`src/rtl/synth_pkg.sv`:
```
// synth_pkg: shared envelope state encoding and default envelope constants
package synth_pkg;
  typedef enum logic [2:0] {
    IDLE    = 3'd0,
    ATTACK  = 3'd1,
    DECAY   = 3'd2,
    SUSTAIN = 3'd3,
    RELEASE = 3'd4
  } env_state_t;
  localparam int          ENV_WIDTH        = 16;
  localparam logic [15:0] ENV_MAX          = 16'hFFFF;
  localparam logic [15:0] ATTACK_STEP_DEF  = 16'h0400;
  localparam logic [15:0] DECAY_STEP_DEF   = 16'h0100;
  localparam logic [15:0] RELEASE_STEP_DEF = 16'h0080;
endpackage

```
`src/rtl/sample_scaler.sv`:
```
// sample_scaler: two-stage signed sample x unsigned level multiply, floor-shifted by 8
module sample_scaler (
  input  logic       clk_in,
  input  logic       rst_in_n,
  input  logic       i_valid,
  input  logic [7:0] i_sample,
  input  logic [7:0] i_level,
  output logic [7:0] o_sample,
  output logic       o_valid
);
  logic [7:0]         r_sample;
  logic [7:0]         r_level;
  logic               r_valid1;
  logic signed [16:0] w_prod;
  assign w_prod = $signed(r_sample) * $signed({1'b0, r_level});
  // stage 1 captures the sample and the pre-update level; stage 2 registers the shaped result
  always_ff @(posedge clk_in or negedge rst_in_n) begin
    if (!rst_in_n) begin
      r_sample <= '0;
      r_level  <= '0;
      r_valid1 <= 1'b0;
      o_sample <= '0;
      o_valid  <= 1'b0;
    end else begin
      r_valid1 <= i_valid;
      o_valid  <= r_valid1;
      if (i_valid) begin
        r_sample <= i_sample;
        r_level  <= i_level;
      end
      if (r_valid1) o_sample <= 8'(w_prod >>> 8);
    end
  end
endmodule

```
`src/rtl/adsr_envelope.sv`:
```
// adsr_envelope: per-sample ADSR state machine shaping signed tone samples by the envelope level
module adsr_envelope
  import synth_pkg::*;
#(
  parameter int               ENV_W        = ENV_WIDTH,
  parameter logic [ENV_W-1:0] ATTACK_STEP  = ATTACK_STEP_DEF,
  parameter logic [ENV_W-1:0] DECAY_STEP   = DECAY_STEP_DEF,
  parameter logic [ENV_W-1:0] RELEASE_STEP = RELEASE_STEP_DEF
) (
  input  logic       clk_in,
  input  logic       rst_in_n,
  input  logic       step_in,
  input  logic       gate_in,
  input  logic       trig_in,
  input  logic [7:0] sustain_in,
  input  logic [7:0] sample_in,
  output logic [7:0] sample_out,
  output logic       valid_out,
  output logic [7:0] env_out,
  output logic [2:0] state_out
);
  localparam logic [ENV_W-1:0] L_MAX = {ENV_W{1'b1}};
  env_state_t       r_state, w_state_nxt;
  logic [ENV_W-1:0] r_env, w_env_nxt, w_floor;
  logic [ENV_W:0]   w_sum, w_diff;
  logic             r_trig;
  assign w_floor   = {sustain_in, {(ENV_W-8){1'b0}}};
  assign w_sum     = {1'b0, r_env} + {1'b0, ATTACK_STEP};
  assign w_diff    = {1'b0, r_env} - {1'b0, DECAY_STEP};
  assign env_out   = r_env[ENV_W-1:ENV_W-8];
  assign state_out = r_state;
  // gate/retrigger transitions take priority and hold env; otherwise advance the current phase
  always_comb begin
    w_state_nxt = r_state;
    w_env_nxt   = r_env;
    if (!gate_in && (r_state == ATTACK || r_state == DECAY || r_state == SUSTAIN)) begin
      w_state_nxt = RELEASE;
    end else if (gate_in && (r_state == IDLE || r_state == RELEASE || r_trig)) begin
      w_state_nxt = ATTACK;
    end else begin
      case (r_state)
        IDLE: w_env_nxt = '0;
        ATTACK: begin
          w_env_nxt   = (w_sum > {1'b0, L_MAX}) ? L_MAX : w_sum[ENV_W-1:0];
          w_state_nxt = (w_env_nxt == L_MAX) ? DECAY : ATTACK;
        end
        DECAY: begin
          w_env_nxt   = ($signed(w_diff) <= $signed({1'b0, w_floor})) ? w_floor : w_diff[ENV_W-1:0];
          w_state_nxt = ($signed(w_diff) <= $signed({1'b0, w_floor})) ? SUSTAIN : DECAY;
        end
        SUSTAIN: w_env_nxt = w_floor;
        RELEASE: begin
          w_env_nxt   = (r_env <= RELEASE_STEP) ? '0 : r_env - RELEASE_STEP;
          w_state_nxt = (r_env <= RELEASE_STEP) ? IDLE : RELEASE;
        end
        default: begin
          w_env_nxt   = '0;
          w_state_nxt = IDLE;
        end
      endcase
    end
  end
  // state and env advance on sample strobes; a retrigger pulse is remembered until the next strobe
  always_ff @(posedge clk_in or negedge rst_in_n) begin
    if (!rst_in_n) begin
      r_state <= IDLE;
      r_env   <= '0;
      r_trig  <= 1'b0;
    end else begin
      if (step_in) begin
        r_state <= w_state_nxt;
        r_env   <= w_env_nxt;
      end
      r_trig <= trig_in | (r_trig & ~step_in);
    end
  end
  sample_scaler u_scaler (
    .clk_in  (clk_in),
    .rst_in_n(rst_in_n),
    .i_valid (step_in),
    .i_sample(sample_in),
    .i_level (r_env[ENV_W-1:ENV_W-8]),
    .o_sample(sample_out),
    .o_valid (valid_out)
  );
endmodule

```
`config.mk`:
```
export PLATFORM = sky130hd
export DESIGN_NAME = adsr_envelope
export DESIGN_NICKNAME = d
export VERILOG_FILES = /design/src/rtl/synth_pkg.sv /design/src/rtl/sample_scaler.sv /design/src/rtl/adsr_envelope.sv
export SDC_FILE = /design/constraint.sdc
export NUM_CORES = 1
export LEC_CHECK = 0
export BUFFER_PORTS_ARGS = -buffer_cell sky130_fd_sc_hd__buf_2
export CAP_MARGIN = 30
export CELL_PAD_IN_SITES_DETAIL_PLACEMENT = 0
export CELL_PAD_IN_SITES_GLOBAL_PLACEMENT = 1
export CORE_UTILIZATION = 48
export CTS_CLUSTER_DIAMETER = 40
export DETAILED_ROUTE_END_ITERATION = 8
export PLACE_DENSITY_LB_ADDON = 0.1
export SLEW_MARGIN = 20
export SYNTH_ARGS = -nofsm -noshare
export SYNTH_HDL_FRONTEND = slang
export SYNTH_SLANG_ARGS = --single-unit
```
`constraint.sdc`:
```
create_clock -name clk_in -period 5.1 [get_ports clk_in]
set_clock_uncertainty 0.05 [all_clocks]
set_input_delay 0.51 -clock clk_in [delete_from_list [all_inputs] [get_ports clk_in]]
set_output_delay 0.51 -clock clk_in [all_outputs]
set_load 0.05 [all_outputs]
```
==> summary by stage <==
Status
The flow ran to the end, and the final reports show no timing, DRC or antenna violations.

CTS
The number of CTS-inserted buffers is 5. TritonCTS built the clock tree. The number of hold buffers added after CTS was 0.

The buffer cell driving the clock tree root is sky130_fd_sc_hd__clkbuf_8. The number of H-tree levels is 2. The clock drives 46 sinks. Clock-pin slew was measured on the worst setup and hold paths at 0.09 ns. Post-CTS repair changed the size of 0 cells. The worst-skew pair later-pin latency is 0.30 ns. The maximum clock insertion buffer count is 2.

Once the clock tree was built, the setup fixing pass inserted 0 buffers.

STA
The worst path needs 4.72 ns of the cycle, external delays included. Setup repair after global routing left no endpoint under its margin. After routing, the total negative slack on setup checks comes to 0 ns. The final period utilization is 92.6%. At the pin with the least slew margin, the transition time is 0.866 ns. Timing would allow up to 212 MHz. The final number of setup-violating endpoints is 0. The tightest slew margin relative to the limit is 41.9%. The hold violation count in the final report is 0.

The post-route worst hold slack is 0.234 ns. Setup slack closes at 0.376 ns. The max-slew violation total from the final report is 0.

Yosys
After synthesis, the cell types taking the most area are sky130_fd_sc_hd__dfrtp_1, sky130_fd_sc_hd__fa_1, sky130_fd_sc_hd__ha_1. The count of cell types in the netlist is 58. The share of flip-flops with an asynchronous set or reset after synthesis is 100%. Each instance of the synthesized netlist takes up on average 9.33 µm².

In the synthesized netlist, the cells that appear most often are sky130_fd_sc_hd__ha_1, sky130_fd_sc_hd__inv_1, sky130_fd_sc_hd__dfrtp_1, sky130_fd_sc_hd__and2_1, sky130_fd_sc_hd__nand2_1. The number of synthesized register bits is 46. The most used flip-flop cell after synthesis is sky130_fd_sc_hd__dfrtp_1.

In this run, synthesis inferred 0 flip-flops with an integrated enable. The sequential area share after synthesis is 23.5%. The mapped cell area is 0.00491 mm². The number of instances in the synthesized netlist is 526. The area share of the largest cell type after synthesis is 23.5%.

The count of yosys warnings during synthesis is 0. The post-synthesis net count is 638. The most common cell in the synthesized netlist is sky130_fd_sc_hd__ha_1. The most area-hungry cell type in the Yosys netlist is sky130_fd_sc_hd__dfrtp_1.

Setup path
The class of the most critical setup path is reg2reg. The slack of the worst reg-to-reg path is 0.38 ns. Data arrives at the worst endpoint at 4.87 ns. The gate family responsible for the most delay along the worst path is adder cells.

The number of buffer and inverter instances along the worst setup path is 3. The most common cell type on the critical path is sky130_fd_sc_hd__fa_1. The slowest cell on the critical path is sky130_fd_sc_hd__fa_1. The element type at the critical path start is a flop. Along the worst path, the maximum fanout reaches 8. The worst setup path is captured at a flop. The critical register-to-register path endpoint is u_scaler.o_sample[6]. The logic depth of the worst register-to-register path is 15. Walking the worst path, the cells encountered are clkinv_1 -> nor2_1 -> fa_1 -> fa_1 -> fa_1 -> inv_1 -> fa_1 -> inv_1 -> ha_1 -> o21a_1 -> o21ai_0 -> o21ai_0 -> a31oi_1 -> xnor2_1 -> mux2_2. Data on the critical path is required at its endpoint by 5.25 ns. On the worst path, the slowest cell contributes a delay of 0.54 ns. The worst register-to-register path begins at u_scaler.r_sample[7].

Route
The number of nets with antenna violations after routing is 0. The total iterations of the first detailed-routing run is 5. The average routed wire per standard cell is 17.1 µm.

For this block, the via count after detailed routing is 3850. For this run, design rule violations remaining after detail routing come to 0. The via density per instance is 5.60. For this block, the initial DRC count from the detailed router was 116.

Summed over all layers, the routed wires come to 11700 µm.

Final layout
The count of fill cells added during filler insertion is 996. The area growth from synthesis to layout is 7.29%. The layout net count is 665. The ratio of cells with drive above 1 in the final layout is 14.3%. The final standard cell count with taps included and fillers excluded is 687.

The number of antenna cells inserted is 0.

Floorplanning
The floorplan step set the die height to 103 µm. The die covers 0.0106 mm². The floorplan die width is 103 µm. In this run the standard cell core region covers 0.00982 mm². For this configuration, the core starts out at a cell density of 50.0%. 41 I/O pins were placed. The number of cell rows is 36.

Placement
Once placement completed, the tool counted placed cells totaling 679. The pre-CTS setup slack is 0.343 ns. The HPWL after detailed placement is 9110 µm.

During placement, the flow inserted port buffers numbering 40. The weighted congestion reported at the end of routability-driven placement is 0.846.

Global route
The first global-routing pass estimated 19400 µm of wire. For this run, the total global-route usage over all layers was measured as 24.1%. The initial antenna violation count came to 0.

Global routing finished with a remaining overflow of 0. The via count of the first global-routing pass was 3899. Entering global routing, the biggest net connects 47 pins.

Hold path
The path class of the tightest hold or removal check is in2async.

Power
For this design the ratio of total power to cell area is 393 mW/mm². Summed over all cells, the static leakage comes to 2.65 nW. Summing internal, switching and leakage power gives 2.07 mW. IR analysis of the VDD net gives a maximum drop of 0.260 mV.

Flow run
The number of max-cap violations is 0.
-- metal layers --
metal	wire, µm	up-vias	GRT usage (%)
met1	5100	1895	30.6
met2	6040	82	42.3
met5	0	-	0
met4	245	0	8.56
li1	-	1856	-
met3	342	17	2.71
-- logic make-up after synthesis --
family | count (synthesis) | share of synthesized area [%]
mux | 22 | 5.05
compound gates | 90 | 12.9
simple gates | 172 | 18.6
xor+xnor | 26 | 4.64
buf+inv | 79 | 6.86
flops | 46 | 23.5
fa+ha+maj | 91 | 28.6
-- final cells by class --
| cell class | count | area (µm²) | share of cell area [%] |
|---|---|---|---|
| clock buffers | 7 | 86.3 | 1.64 |
| clock inverters | 1 | 5.00 | 0.0951 |
| inverters | 55 | 206 | 3.92 |
| multi-input cells | 401 | 3420 | 64.9 |
| flip-flops and latches | 46 | 1150 | 21.9 |
| well taps | 133 | 166 | 3.16 |
| repair buffers | 44 | 230 | 4.37 |
-- metrics by stage --
| step | instance area [µm²] | utilization (%) |
|---|---|---|
| floorplan | 4910 | - |
| finish | 5270 | 53.6 |
| detailed placement | 5170 | 52.7 |
| global placement | 5170 | 52.7 |
| CTS | 5270 | 53.6 |
| global route | 5270 | 53.6 |
-- flip-flops by register name (all words and copies together), names as in the netlist --
name,count
r_env,16
r_trig,1
state_out,3
u_scaler.o_sample,8
u_scaler.o_valid,1
u_scaler.r_level,8
u_scaler.r_sample,8
u_scaler.r_valid1,1
-- placed cells by master, fill, tap and decap left out, types with 6 or more instances in the layout --
master	count
sky130_fd_sc_hd__nand2_1	37
sky130_fd_sc_hd__mux2_2	21
sky130_fd_sc_hd__o21a_1	10
sky130_fd_sc_hd__inv_1	54
sky130_fd_sc_hd__ha_1	56
sky130_fd_sc_hd__clkbuf_8	6
sky130_fd_sc_hd__xor2_1	8
sky130_fd_sc_hd__o21ai_1	6
sky130_fd_sc_hd__o21ai_0	13
sky130_fd_sc_hd__a31oi_1	7
sky130_fd_sc_hd__nand3_1	13
sky130_fd_sc_hd__and2_1	40
sky130_fd_sc_hd__nand4_1	7
sky130_fd_sc_hd__xnor2_1	18
sky130_fd_sc_hd__nand2b_1	8
sky130_fd_sc_hd__buf_2	40
sky130_fd_sc_hd__nor2_1	35
sky130_fd_sc_hd__dfrtp_1	46
sky130_fd_sc_hd__nor3_1	9
sky130_fd_sc_hd__a21oi_1	14
sky130_fd_sc_hd__fa_1	35
-- worst max path at each step --
| stage | slack (ns) | start | endpoint | cells after the start |
|---|---|---|---|---|
| finish | 0.38 | u_scaler.r_sample[7] | u_scaler.o_sample[6] | 15 |
| global route | 0.03 | u_scaler.r_sample[7] | u_scaler.o_sample[6] | 15 |
| CTS | 0.32 | u_scaler.r_sample[7] | u_scaler.o_sample[6] | 15 |
| detailed placement | 0.34 | u_scaler.r_sample[7] | u_scaler.o_sample[6] | 15 |
| global placement | 0.49 | u_scaler.r_sample[7] | u_scaler.o_sample[6] | 15 |
| floorplan | 0.62 | u_scaler.r_level[0] | u_scaler.o_sample[6] | 13 |
-- power breakdown --
| part | total [mW] | switching (mW) | leakage (nW) | internal, mW |
|---|---|---|---|---|
| combinational | 1.30 | 0.794 | 2.01 | 0.508 |
| clock | 0.236 | 0.127 | 0.0482 | 0.110 |
| sequential | 0.528 | 0.103 | 0.593 | 0.425 |
No activity file was read; power rests on OpenSTA's default activity.
